<file path="src/rtl/pattern_frame_writer_pkg.sv">
// Shared types, CRC constants and the word-parallel CRC-16-CCITT helper for the
// pattern frame writer.
package pattern_gen_pkg;

    typedef enum logic [1:0] {
        PAT_SOLID   = 2'd0,
        PAT_HSTRIPE = 2'd1,
        PAT_VBAR    = 2'd2,
        PAT_CHECK   = 2'd3
    } pat_mode_e;

    typedef enum logic [1:0] {
        IDLE = 2'd0,
        FILL = 2'd1,
        DONE = 2'd2
    } fill_state_e;

    localparam int unsigned CRC_W          = 16;
    localparam int unsigned CRC_MAX_DATA_W = 64;
    localparam logic [CRC_W-1:0] CRC16_POLY = 16'h1021;
    localparam logic [CRC_W-1:0] CRC16_INIT = 16'hFFFF;

    // Folds the low nbits of data into crc_in, most significant bit first.
    function automatic logic [CRC_W-1:0] crc16_word(
        input logic [CRC_W-1:0]          crc_in,
        input logic [CRC_MAX_DATA_W-1:0] data,
        input int unsigned               nbits
    );
        logic [CRC_W-1:0] crc;
        logic             fb;
        logic [5:0]       idx;
        crc = crc_in;
        for (int unsigned k = 0; k < CRC_MAX_DATA_W; k++) begin
            if (k < nbits) begin
                idx = 6'(nbits - 1 - k);
                fb  = crc[CRC_W-1] ^ data[idx];
                crc = {crc[CRC_W-2:0], 1'b0} ^ (fb ? CRC16_POLY : 16'h0000);
            end
        end
        return crc;
    endfunction

endpackage

</file>
<file path="src/rtl/pattern_frame_writer_if.sv">
// Framebuffer write port: valid/ready handshake carrying a word address and data.
interface pattern_frame_writer_if #(
    parameter int unsigned DATA_W = 16,
    parameter int unsigned ADDR_W = 16
);
    logic              wr_valid;
    logic              wr_ready;
    logic [ADDR_W-1:0] wr_addr;
    logic [DATA_W-1:0] wr_data;

    modport master (
        output wr_valid,
        output wr_addr,
        output wr_data,
        input  wr_ready
    );

    modport slave (
        input  wr_valid,
        input  wr_addr,
        input  wr_data,
        output wr_ready
    );
endinterface

</file>
<file path="src/rtl/pattern_frame_writer_pos_counter.sv">
// Raster position tracker: column/row/address counters plus stripe and bar
// parity sub-counters, so the pattern never needs a divider.
module pattern_pos_counter #(
    parameter int unsigned ADDR_W       = 16,
    parameter int unsigned H_PIXELS     = 640,
    parameter int unsigned V_LINES      = 600,
    parameter int unsigned PIX_PER_WORD = 16,
    parameter int unsigned BASE_ADDR    = 0,
    parameter int unsigned STRIPE_H     = 50,
    parameter int unsigned BAR_W        = 5
) (
    input  logic              clk,
    input  logic              reset,
    input  logic              clear_i,
    input  logic              adv_i,
    output logic [ADDR_W-1:0] addr_o,
    output logic              last_c,
    output logic              nxt_row_par_c,
    output logic              nxt_col_par_c
);

    localparam int unsigned WPL   = H_PIXELS / PIX_PER_WORD;
    localparam int unsigned COL_W = (WPL > 1) ? $clog2(WPL) : 1;
    localparam int unsigned ROW_W = (V_LINES > 1) ? $clog2(V_LINES) : 1;
    localparam int unsigned STR_W = (STRIPE_H > 1) ? $clog2(STRIPE_H) : 1;
    localparam int unsigned BAR_CW = (BAR_W > 1) ? $clog2(BAR_W) : 1;

    logic [COL_W-1:0]  col_q, col_d;
    logic [ROW_W-1:0]  row_q, row_d;
    logic [STR_W-1:0]  stripe_q, stripe_d;
    logic [BAR_CW-1:0] bar_q, bar_d;
    logic              row_par_q, row_par_d;
    logic              col_par_q, col_par_d;
    logic [ADDR_W-1:0] addr_q, addr_d;

    logic col_wrap, bar_wrap, stripe_wrap;

    assign col_wrap    = (col_q == COL_W'(WPL - 1));
    assign bar_wrap    = (bar_q == BAR_CW'(BAR_W - 1));
    assign stripe_wrap = (stripe_q == STR_W'(STRIPE_H - 1));

    // Next raster position; parities restart at each line and each frame.
    always_comb begin
        col_d     = col_q;
        row_d     = row_q;
        stripe_d  = stripe_q;
        bar_d     = bar_q;
        row_par_d = row_par_q;
        col_par_d = col_par_q;
        addr_d    = addr_q;
        if (clear_i) begin
            col_d     = '0;
            row_d     = '0;
            stripe_d  = '0;
            bar_d     = '0;
            row_par_d = 1'b0;
            col_par_d = 1'b0;
            addr_d    = ADDR_W'(BASE_ADDR);
        end else if (adv_i) begin
            addr_d = addr_q + ADDR_W'(1);
            if (col_wrap) begin
                col_d     = '0;
                bar_d     = '0;
                col_par_d = 1'b0;
                row_d     = row_q + ROW_W'(1);
                if (stripe_wrap) begin
                    stripe_d  = '0;
                    row_par_d = ~row_par_q;
                end else begin
                    stripe_d = stripe_q + STR_W'(1);
                end
            end else begin
                col_d = col_q + COL_W'(1);
                if (bar_wrap) begin
                    bar_d     = '0;
                    col_par_d = ~col_par_q;
                end else begin
                    bar_d = bar_q + BAR_CW'(1);
                end
            end
        end
    end

    always_ff @(posedge clk) begin
        if (reset) begin
            col_q     <= '0;
            row_q     <= '0;
            stripe_q  <= '0;
            bar_q     <= '0;
            row_par_q <= 1'b0;
            col_par_q <= 1'b0;
            addr_q    <= ADDR_W'(BASE_ADDR);
        end else begin
            col_q     <= col_d;
            row_q     <= row_d;
            stripe_q  <= stripe_d;
            bar_q     <= bar_d;
            row_par_q <= row_par_d;
            col_par_q <= col_par_d;
            addr_q    <= addr_d;
        end
    end

    assign addr_o        = addr_q;
    assign last_c        = col_wrap && (row_q == ROW_W'(V_LINES - 1));
    assign nxt_row_par_c = row_par_d;
    assign nxt_col_par_c = col_par_d;

endmodule

</file>
<file path="src/rtl/pattern_frame_writer.sv">
// Fills a packed framebuffer with a selectable test pattern over a valid/ready port.
// Define PATTERN_FRAME_CRC_EN to accumulate a CRC-16-CCITT of each completed frame.
module pattern_frame_writer
    import pattern_gen_pkg::*;
#(
    parameter int unsigned DATA_W       = 16,
    parameter int unsigned ADDR_W       = 16,
    parameter int unsigned H_PIXELS     = 640,
    parameter int unsigned V_LINES      = 600,
    parameter int unsigned PIX_PER_WORD = 16,
    parameter int unsigned BASE_ADDR    = 0,
    parameter int unsigned STRIPE_H     = 50,
    parameter int unsigned BAR_W        = 5
) (
    input  logic                    clk,
    input  logic                    reset,
    input  logic                    start_i,
    input  logic                    abort_i,
    input  logic [1:0]              mode_i,
    input  logic [DATA_W-1:0]       fg_word_i,
    input  logic [DATA_W-1:0]       bg_word_i,
    output logic                    busy_o,
    output logic                    done_o,
    output logic [CRC_W-1:0]        frame_crc_o,
    pattern_frame_writer_if.master  wr
);

    fill_state_e       state_q, state_d;
    pat_mode_e         mode_q, mode_d;
    logic [DATA_W-1:0] fg_q, fg_d;
    logic [DATA_W-1:0] bg_q, bg_d;
    logic [DATA_W-1:0] data_q, data_d;
    logic              busy_q, busy_d;
    logic              done_q, done_d;
    logic              valid_q, valid_d;

    logic              clear_c;
    logic              accept_c;
    logic              last_c;
    logic              nxt_row_par_c;
    logic              nxt_col_par_c;
    logic [ADDR_W-1:0] addr_c;

    assign clear_c  = (state_q == IDLE) && start_i;
    assign accept_c = (state_q == FILL) && valid_q && wr.wr_ready;

    pattern_pos_counter #(
        .ADDR_W       (ADDR_W),
        .H_PIXELS     (H_PIXELS),
        .V_LINES      (V_LINES),
        .PIX_PER_WORD (PIX_PER_WORD),
        .BASE_ADDR    (BASE_ADDR),
        .STRIPE_H     (STRIPE_H),
        .BAR_W        (BAR_W)
    ) u_pos (
        .clk           (clk),
        .reset         (reset),
        .clear_i       (clear_c),
        .adv_i         (accept_c),
        .addr_o        (addr_c),
        .last_c        (last_c),
        .nxt_row_par_c (nxt_row_par_c),
        .nxt_col_par_c (nxt_col_par_c)
    );

    always_ff @(posedge clk) begin
        if (reset) begin
            state_q <= IDLE;
        end else begin
            state_q <= state_d;
        end
    end

    // Abort outranks the final accept, so an aborted frame never reaches DONE.
    always_comb begin
        state_d = state_q;
        case (state_q)
            IDLE:    if (start_i) state_d = FILL;
            FILL: begin
                if (abort_i) begin
                    state_d = IDLE;
                end else if (accept_c && last_c) begin
                    state_d = DONE;
                end
            end
            DONE:    state_d = IDLE;
            default: state_d = IDLE;
        endcase
    end

    // Data for the following word is chosen from the counter's next parities.
    always_comb begin
        logic sel_bg;
        mode_d  = mode_q;
        fg_d    = fg_q;
        bg_d    = bg_q;
        data_d  = data_q;
        busy_d  = (state_d == FILL);
        valid_d = (state_d == FILL);
        done_d  = (state_d == DONE);
        sel_bg  = 1'b0;
        case (mode_q)
            PAT_SOLID:   sel_bg = 1'b0;
            PAT_HSTRIPE: sel_bg = nxt_row_par_c;
            PAT_VBAR:    sel_bg = nxt_col_par_c;
            PAT_CHECK:   sel_bg = nxt_row_par_c ^ nxt_col_par_c;
            default:     sel_bg = 1'b0;
        endcase
        if (clear_c) begin
            mode_d = pat_mode_e'(mode_i);
            fg_d   = fg_word_i;
            bg_d   = bg_word_i;
            data_d = fg_word_i;
        end else if (accept_c && !last_c) begin
            data_d = sel_bg ? bg_q : fg_q;
        end
    end

    always_ff @(posedge clk) begin
        if (reset) begin
            mode_q  <= PAT_SOLID;
            fg_q    <= '0;
            bg_q    <= '0;
            data_q  <= '0;
            busy_q  <= 1'b0;
            done_q  <= 1'b0;
            valid_q <= 1'b0;
        end else begin
            mode_q  <= mode_d;
            fg_q    <= fg_d;
            bg_q    <= bg_d;
            data_q  <= data_d;
            busy_q  <= busy_d;
            done_q  <= done_d;
            valid_q <= valid_d;
        end
    end

`ifdef PATTERN_FRAME_CRC_EN
    logic [CRC_W-1:0] crc_run_q, crc_run_d;
    logic [CRC_W-1:0] frame_crc_q, frame_crc_d;

    // Running CRC covers every accepted word; the frame result is published on entry to DONE.
    always_comb begin
        crc_run_d   = crc_run_q;
        frame_crc_d = frame_crc_q;
        if (clear_c) begin
            crc_run_d = CRC16_INIT;
        end else if (accept_c) begin
            crc_run_d = crc16_word(crc_run_q, CRC_MAX_DATA_W'(data_q), DATA_W);
        end
        if ((state_q == FILL) && (state_d == DONE)) begin
            frame_crc_d = crc_run_d;
        end
    end

    always_ff @(posedge clk) begin
        if (reset) begin
            crc_run_q   <= CRC16_INIT;
            frame_crc_q <= '0;
        end else begin
            crc_run_q   <= crc_run_d;
            frame_crc_q <= frame_crc_d;
        end
    end

    assign frame_crc_o = frame_crc_q;
`else
    assign frame_crc_o = '0;
`endif

    assign busy_o      = busy_q;
    assign done_o      = done_q;
    assign wr.wr_valid = valid_q;
    assign wr.wr_addr  = addr_c;
    assign wr.wr_data  = data_q;

endmodule

</file>
<file path="src/flat_wrapper.sv">
// flat-port wrapper written by rule: the top's interface ports become plain ports
module pattern_frame_writer_flat import pattern_gen_pkg::*;
#(
    parameter int unsigned DATA_W       = 16,
    parameter int unsigned ADDR_W       = 16,
    parameter int unsigned H_PIXELS     = 640,
    parameter int unsigned V_LINES      = 600,
    parameter int unsigned PIX_PER_WORD = 16,
    parameter int unsigned BASE_ADDR    = 0,
    parameter int unsigned STRIPE_H     = 50,
    parameter int unsigned BAR_W        = 5
)
  (clk, reset, start_i, abort_i, mode_i, fg_word_i, bg_word_i, busy_o, done_o, frame_crc_o, wr_wr_valid, wr_wr_addr, wr_wr_data, wr_wr_ready);
  pattern_frame_writer_if #(.DATA_W(DATA_W), .ADDR_W(ADDR_W)) wr_i ();
  input  logic clk;
  input  logic reset;
  input  logic start_i;
  input  logic abort_i;
  input  logic [1:0] mode_i;
  input  logic [DATA_W-1:0] fg_word_i;
  input  logic [DATA_W-1:0] bg_word_i;
  output logic busy_o;
  output logic done_o;
  output logic [CRC_W-1:0] frame_crc_o;
  output wire logic [$bits(wr_i.wr_valid)-1:0] wr_wr_valid;
  output wire logic [$bits(wr_i.wr_addr)-1:0] wr_wr_addr;
  output wire logic [$bits(wr_i.wr_data)-1:0] wr_wr_data;
  input wire logic [$bits(wr_i.wr_ready)-1:0] wr_wr_ready;
  assign wr_wr_valid = wr_i.wr_valid;
  assign wr_wr_addr = wr_i.wr_addr;
  assign wr_wr_data = wr_i.wr_data;
  assign wr_i.wr_ready = wr_wr_ready;
  pattern_frame_writer #(.DATA_W(DATA_W), .ADDR_W(ADDR_W), .H_PIXELS(H_PIXELS), .V_LINES(V_LINES), .PIX_PER_WORD(PIX_PER_WORD), .BASE_ADDR(BASE_ADDR), .STRIPE_H(STRIPE_H), .BAR_W(BAR_W)) u_core (.clk(clk), .reset(reset), .start_i(start_i), .abort_i(abort_i), .mode_i(mode_i), .fg_word_i(fg_word_i), .bg_word_i(bg_word_i), .busy_o(busy_o), .done_o(done_o), .frame_crc_o(frame_crc_o), .wr(wr_i));
endmodule
</file>
<file path="config.mk">
export PLATFORM = sky130hd
export DESIGN_NAME = pattern_frame_writer_flat
export DESIGN_NICKNAME = d
export VERILOG_FILES = /design/src/rtl/pattern_frame_writer_pkg.sv /design/src/rtl/pattern_frame_writer_if.sv /design/src/rtl/pattern_frame_writer_pos_counter.sv /design/src/rtl/pattern_frame_writer.sv /design/src/flat_wrapper.sv
export SDC_FILE = /design/constraint.sdc
export NUM_CORES = 1
export LEC_CHECK = 0
export ABC_AREA = 1
export BUFFER_PORTS_ARGS = -buffer_cell sky130_fd_sc_hd__clkbuf_2
export CORE_AREA = 2 2 97 99
export CTS_CLUSTER_SIZE = 10
export DETAILED_ROUTE_END_ITERATION = 6
export DIE_AREA = 0 0 99 101
export PLACE_DENSITY = 0.77
export SYNTH_ARGS = -nofsm -noshare
export SYNTH_HDL_FRONTEND = slang
export SYNTH_SLANG_ARGS = --single-unit
</file>
<file path="constraint.sdc">
create_clock -name clk -period 2.7 [get_ports clk]
set_clock_uncertainty 0.15 [all_clocks]
set_input_delay 0.675 -clock clk [delete_from_list [all_inputs] [get_ports clk]]
set_output_delay 0.675 -clock clk [all_outputs]
set_load 0.01 [all_outputs]
</file>
**Word level (Yosys, flattened, before mapping)**

Cells that the tools add are included.

- Bitwise operators: 3
- Reduce and logical (&&, ||, !) cells: 12
- Muxes and demuxes: 20
- Equal/unequal tests: 10
- $add $sub $neg: 5

Operator list:

| kind | number |
|---|---|
| two-way mux 16 bit | 3 |
| adder 16 x 1 -> 16 bit (second input constant) | 1 |
| adder 6 x 1 -> 6 bit (second input constant) | 2 |
| equality test 6 bit (second input constant) | 2 |
| two-way mux 6 bit | 2 |
| adder 10 x 1 -> 10 bit (second input constant) | 1 |
| equality test 10 bit (second input constant) | 1 |
| two-way mux 1 bit | 8 |
| equality test 2 x 1 -> 1 bit (second input constant) | 3 |
| equality test 2 bit (second input constant) | 3 |
| logical AND 1 bit | 6 |
| two-way mux 2 bit | 3 |
| two-way mux 3 bit | 2 |
| logical NOT 2 bit | 2 |
| case mux 1 bit (4 select lines) | 1 |
| case mux 2 bit (2 select lines) | 1 |
| adder 3 x 1 -> 3 bit (second input constant) | 1 |
| equality test 3 bit (second input constant) | 1 |
| inverter 1 bit | 2 |
| AND reduction 2 bit | 1 |
| nonzero test 2 bit | 1 |
| OR reduction 2 bit | 1 |
| logical NOT 1 bit | 1 |
| XOR 1 bit | 1 |

- Word-level logic and storage cells: 64
- Output and inout port bits: 51
- Register bits: 97
- Input port bits: 39

**Logic depth before layout (Yosys ltp)**

- Word-level depth: 10
- Gate-level depth with buffers: 14

**By module**

Synthesis repeated with hierarchy kept, for this count alone.

- Cell total of the unflattened synthesis: 664
- Area total of the unflattened synthesis: 4808.4 um^2

Modules (own cells, without submodules):

| module | area an instance (um^2) | instances | cells an instance |
|---|---|---|---|
| pattern_frame_writer | 2686.3 | 1 | 365 |
| pattern_pos_counter | 2122.0 | 1 | 299 |

**Least setup slack after synthesis**

Ideal clock, no wire load.

- Path kind: input to register
- Start point: input wr_wr_ready
- End point: register u_core.data_q[10], in the netlist u_core.wr.wr_data[10]
- Path slack: 0.699 ns
- Stages on the path: 10
- Setup time: 0.122 ns
- Data arrival time: 1.730 ns
- Buffers on the path: 1
- Cells stage by stage: nand2_2 nor2_8 nand3_2 nand2_1 nand4_2 nand2_4 buf_6 nand3_2 nand3_2 a21oi_2

- Longest elaborated chain between the ends: 8

Ends and longest elaborated chain:

| what | line | source |
|---|---|---|
| start, declared | flat_wrapper.sv:28 | `input wire logic [$bits(wr_i.wr_ready)-1:0] wr_wr_ready;` |
| logical AND 1 bit * | pattern_frame_writer.sv:45 | `assign accept_c = (state_q == FILL) && valid_q && wr.wr_ready;` |
| two-way mux 1 bit | pattern_frame_writer_pos_counter.sv:59 | `end else if (adv_i) begin` |
| two-way mux 1 bit | pattern_frame_writer_pos_counter.sv:51 | `if (clear_i) begin` |
| XOR 1 bit | pattern_frame_writer.sv:106 | `PAT_CHECK: sel_bg = nxt_row_par_c ^ nxt_col_par_c;` |
| case mux 1 bit (4 select lines) | pattern_frame_writer.sv:102 | `case (mode_q)` |
| two-way mux 16 bit | pattern_frame_writer.sv:115 | `data_d = sel_bg ? bg_q : fg_q;` |
| two-way mux 16 bit | pattern_frame_writer.sv:114 | `end else if (accept_c && !last_c) begin` |
| two-way mux 16 bit | pattern_frame_writer.sv:109 | `if (clear_c) begin` |
| end signal, assigned | pattern_frame_writer.sv:132 | `data_q <= data_d;` |
| end, declared | pattern_frame_writer.sv:32 | `logic [DATA_W-1:0] data_q, data_d;` |

Mark *: on every way between the ends. The rest lies on a longest branch, timed or not. The select of a mux whose other input is x is not followed.
A chain may end at the register's enable or synchronous reset.

**Worst setup path in the final report**

- Start point: register u_core.u_pos.col_q[0]
- End point: register u_core.data_q[8], in the netlist u_core.wr.wr_data[8]

- Longest elaborated chain between the ends: 9

Ends and longest elaborated chain:

| what | line | source |
|---|---|---|
| start, declared | pattern_frame_writer_pos_counter.sv:28 | `logic [COL_W-1:0] col_q, col_d;` |
| start signal, assigned | pattern_frame_writer_pos_counter.sv:94 | `col_q <= col_d;` |
| equality test 6 bit * | pattern_frame_writer_pos_counter.sv:38 | `assign col_wrap = (col_q == COL_W'(WPL - 1));` |
| two-way mux 1 bit | pattern_frame_writer_pos_counter.sv:61 | `if (col_wrap) begin` |
| two-way mux 1 bit | pattern_frame_writer_pos_counter.sv:59 |  |
| two-way mux 1 bit | pattern_frame_writer_pos_counter.sv:51 |  |
| XOR 1 bit | pattern_frame_writer.sv:106 |  |
| case mux 1 bit (4 select lines) | pattern_frame_writer.sv:102 |  |
| two-way mux 16 bit | pattern_frame_writer.sv:115 |  |
| two-way mux 16 bit | pattern_frame_writer.sv:114 |  |
| two-way mux 16 bit | pattern_frame_writer.sv:109 |  |

Marks and branches as above.

==> results list <==
- Count of distinct cell types in the synthesized netlist: 38
- Number of failing setup endpoints in the final timing report: 0
- The startpoint identified for the worst hold timing path is u_core.bg_q[5]$_SDFFE_PP0P_.
* DRT antenna net count: 0
* Max rail drop VDD: 0.409 mV
* Flop-to-flop setup slack: 0.46 ns
- Pin placement for this block handled 90 I/O pins.
- In the final routed layout, each cell accounts on average for 13.2 um.
* DRC violation count after routing: 0
- Post-layout instance area: 5340 um^2
- For the worst setup path, the data arrival time is 2.40 ns.
* Core region area: 8980 um^2
* Run status: completed
* Clk root buf: sky130_fd_sc_hd__clkbuf_8
* Total power consumption of the routed design: 2.75 mW
- Fmax: 446 MHz
- First-iteration detailed-routing DRC count: 222
- STA classifies the critical path startpoint as a flip-flop.
- In this run, synthesis produced a sequential element count of 97.
- The die covers 10000 um^2.
* Max-capacitance violation count: 0
- Routed via count: 4148
- Gate count of the mapped netlist: 608
* Number of filler cells placed in the layout: 804
- For this block, the routed nets add up to 10400 um of wire.
- R2R Path End: u_core.wr.wr_data[8]$_SDFFE_PP0P_
- Cell Pwr Density: 515 nW/um^2
- For the worst setup path, the data required time is 2.86 ns.
- Kind of end point of the critical path: flip-flop
* Minimum period implied by the final worst setup slack: 2.24 ns
- The post-route netlist has 26.1% of its cells at a drive strength greater than 1.
- Together, buffers and inverters on the worst path number 1.
- Post-layout net count: 719
- Half-perimeter wire length after placement: 7530 um
* Most frequent standard cell in the layout excluding fill and tap cells: sky130_fd_sc_hd__dfxtp_1
- Clk buf depth: 2
- The total overflow left after global routing is 0.
- The initial utilization of the core area, before any placement, comes to 53.3%.
* Post-CTS Setup Bufs: 0
* First-pass GRT wire length: 17300 um
- Cell-by-cell trace of the critical path: ha_1 -> nand2_2 -> nor2_4 -> nand4_1 -> nand2_1 -> nand2_2 -> inv_2 -> nor2_1 -> a21oi_2
- Headroom to the max-slew limit came out at 65.3%.
- After clock tree synthesis, the flow added hold-fix buffers numbering 0.
- PortBufs: 73
- Summed over all cells, the static leakage comes to 2.33 nW.
- Number of antenna violations at the first check in global routing: 0
- Summing every instance area after synthesis gives 4780 um^2.
* Die X-Extent: 99 um
- Summing the sequential cell areas from Yosys gives 40.6% of the chip area.
* Weighted congestion reported at the end of routability-driven placement: 0.890
- CTS built an H-tree with a depth of 3.
* Period utilisation layout: 83.0%
- TritonCTS created 9 clock buffers.
- Transition time of the tightest slew-check pin: 0.521 ns
- The hold violation count in the final report came to 0.
- The placed instances occupy a cell area of 5150 um^2.
- 1st-pass router iterations: 4
- In this run the critical register-to-register path is launched from u_core.u_pos.col_q[0]$_SDFFE_PP0P_.
- Clock-pin slew was measured on the worst setup and hold paths at 0.11 ns.
* Reg area: 1940 um^2
- Leaving out fill and tap cells, the most frequent cells in the layout are sky130_fd_sc_hd__dfxtp_1, sky130_fd_sc_hd__inv_1, sky130_fd_sc_hd__clkbuf_2.
- Clock latency of the later-clocked register in the worst-skew pair: 0.36 ns
- After synthesis, the mean cell area works out to 7.87 um^2.
- Count of cells along the worst register-to-register path: 9
- Area delta synth->final: 11.7%
- Post-CTS resize count: 0
- Maximum number of pins on one net before global-route repair: 51
- Worst stage delay on the critical path: 0.39 ns
- Number of standard-cell rows in the floorplan: 35
- Setup repair after global routing left no endpoint under its margin.
- The min-delay analysis places its worst path in the category flip-flop to flip-flop.
* Critical path class: flip-flop to flip-flop
- From bottom edge to top edge, the die measures 101 um.
* Total Negative Setup Slacks: 0 ns
* Hold Path Depth: 2
* Clock tree from TritonCTS: yes
- Global routing used 21.0% of the available tracks across all layers.
- CP Max Fanout: 17
- Antenna diode count: 0
- Number of max-slew violations in the final report: 0
- For this design, the sink count on the clock tree is 97.
- For hold timing, the worst endpoint is u_core.bg_q[5]$_SDFFE_PP0P_.
* Most Frequent Cell on Critical Path: sky130_fd_sc_hd__nand2_2
* Routed via count divided by cell count: 5.26
* Combined area of the multi-input logic cells: 2300 um^2
- Family with the most delay on the worst path: simple AND/OR/NAND/NOR gates
* Highest-delay cell along the critical path: sky130_fd_sc_hd__dfxtp_1
- Number of warnings reported in the yosys synthesis log: 0
- The via count of the first global-routing pass is 3853.
how the worst max path moves through the flow:
stage | start | end | slack [ns] | cells past startpoint
finish | u_core.u_pos.col_q[0]$_SDFFE_PP0P_ | u_core.wr.wr_data[8]$_SDFFE_PP0P_ | 0.46 | 9
global route | u_core.u_pos.row_q[1]$_SDFFE_PP0P_ | u_core.wr.wr_data[15]$_SDFFE_PP0P_ | 0.29 | 9
CTS | u_core.u_pos.col_q[0]$_SDFFE_PP0P_ | u_core.wr.wr_data[7]$_SDFFE_PP0P_ | 0.46 | 9
detailed placement | wr_wr_ready | u_core.u_pos.addr_o[15]$_SDFFE_PP0P_ | 0.27 | 12
global placement | wr_wr_ready | u_core.u_pos.row_q[9]$_SDFFE_PP0P_ | 0.34 | 10
floorplan | wr_wr_ready | u_core.wr.wr_data[10]$_SDFFE_PP0P_ | 0.70 | 10
cell type report:
| type | count | share of cell area (%) |
|---|---|---|
| repair buffers | 81 | 7.96 |
| flip-flops and latches | 97 | 36.3 |
| clock inverters | 7 | 1.33 |
| multi-input cells | 393 | 43.0 |
| clock buffers | 9 | 2.32 |
| inverters | 91 | 6.39 |
| well taps | 111 | 2.60 |
kinds of logic (layout without fill, tap and decap cells):
family / Yosys count / after routing / share of synthesized area [%]
simple gates: 230 / 230 / 28.2
buf+inv: 133 / 188 / 12.5
compound gates: 130 / 130 / 15.0
flops: 97 / 97 / 40.6
xor+xnor: 10 / 10 / 1.83
fa+ha+maj: 7 / 7 / 1.83
other cells: 1 / 16 / 0.0784
where the power goes:
group / internal (mW) / switching, mW / leakage [nW]
combinational: 0.107 / 0.204 / 1.44
clock: 0.363 / 0.561 / 0.0995
sequential: 1.49 / 0.0239 / 0.792
total: 1.96 / 0.789 / 2.33
registers in the layout, indices dropped and copies added (netlist names), 2 cells and up:
register               flops
u_core.wr.wr_data         16
u_core.u_pos.stripe_q      6
u_core.bg_q               16
u_core.u_pos.bar_q         3
u_core.state_q             2
u_core.mode_q              2
u_core.fg_q               16
u_core.u_pos.addr_o       16
u_core.u_pos.col_q         6
u_core.u_pos.row_q        10
metal layers:
layer | global-route usage (%) | vias to the layer above | part of all wire, %
met5 | 0 | - | 0
met4 | 6.32 | 0 | 1.2
met3 | 3.95 | 10 | 5.4
met2 | 34.6 | 130 | 46
met1 | 28.0 | 1919 | 47
li1 | - | 2089 | -
through the flow:
step | worst slack (ns) | hold WS [ns] | utilization (%) | cells
2_1_floorplan | 0.699 | 0.272 | - | 623
3_5_place_dp | 0.273 | 0.300 | 57.3 | 773
6_report | 0.458 | 0.315 | 59.5 | 789
5_1_grt | 0.286 | 0.327 | 59.5 | 789
3_3_place_gp | 0.342 | 0.291 | 57.3 | 773
4_1_cts | 0.462 | 0.314 | 59.5 | 789
worst register-to-register path, stage by stage (launching register included):
cell	delay [ns]
sky130_fd_sc_hd__dfxtp_1	0.39
sky130_fd_sc_hd__ha_1	0.20
sky130_fd_sc_hd__nand2_2	0.11
sky130_fd_sc_hd__nor2_4	0.21
sky130_fd_sc_hd__nand4_1	0.20
sky130_fd_sc_hd__nand2_1	0.12
sky130_fd_sc_hd__nand2_2	0.20
sky130_fd_sc_hd__inv_2	0.35
sky130_fd_sc_hd__nor2_1	0.12
sky130_fd_sc_hd__a21oi_2	0.14
cells in the mapped netlist:
library cell               number  area, um^2
sky130_fd_sc_hd__nand4_2        1        12.5
sky130_fd_sc_hd__inv_2          8        30.0
sky130_fd_sc_hd__o21ai_1        1        5.00
sky130_fd_sc_hd__or2_0          3        18.8
sky130_fd_sc_hd__nor3_4         1        16.3
sky130_fd_sc_hd__nor4_1         3        18.8
sky130_fd_sc_hd__or2_2          2        12.5
sky130_fd_sc_hd__clkbuf_1      16        60.1
sky130_fd_sc_hd__nand3_4        1        17.5
sky130_fd_sc_hd__xnor2_1        5        43.8
sky130_fd_sc_hd__a21oi_2       10        87.6
sky130_fd_sc_hd__xor2_1         5        43.8
sky130_fd_sc_hd__o21a_1         1        7.51
sky130_fd_sc_hd__nand3_2       34         340
sky130_fd_sc_hd__dfxtp_1       97        1940
sky130_fd_sc_hd__nand2_4        5        56.3
sky130_fd_sc_hd__o21ai_0       52         260
sky130_fd_sc_hd__buf_4         17         128
sky130_fd_sc_hd__nor2_8         2        40.0
sky130_fd_sc_hd__nor3_1        10        50.1
sky130_fd_sc_hd__nand2_2        8        50.1
sky130_fd_sc_hd__a21oi_1       48         240
sky130_fd_sc_hd__a211oi_1       2        15.0
sky130_fd_sc_hd__nor3b_1        3        22.5
sky130_fd_sc_hd__buf_1          2        7.51
sky130_fd_sc_hd__nor2_1        52         195
sky130_fd_sc_hd__buf_2          3        15.0
sky130_fd_sc_hd__nand3_1       30         150
sky130_fd_sc_hd__nand3b_4       1        20.0
sky130_fd_sc_hd__nand4_1        7        43.8
sky130_fd_sc_hd__buf_6          4        45.0
sky130_fd_sc_hd__o22ai_1       16         100
sky130_fd_sc_hd__ha_1           7        87.6
sky130_fd_sc_hd__nand2_1       60         225
sky130_fd_sc_hd__inv_1         83         312
sky130_fd_sc_hd__nor2_4         3        33.8
sky130_fd_sc_hd__conb_1         1        3.75
sky130_fd_sc_hd__nor2_2         4        25.0
Power figures use the tool's default switching activity.
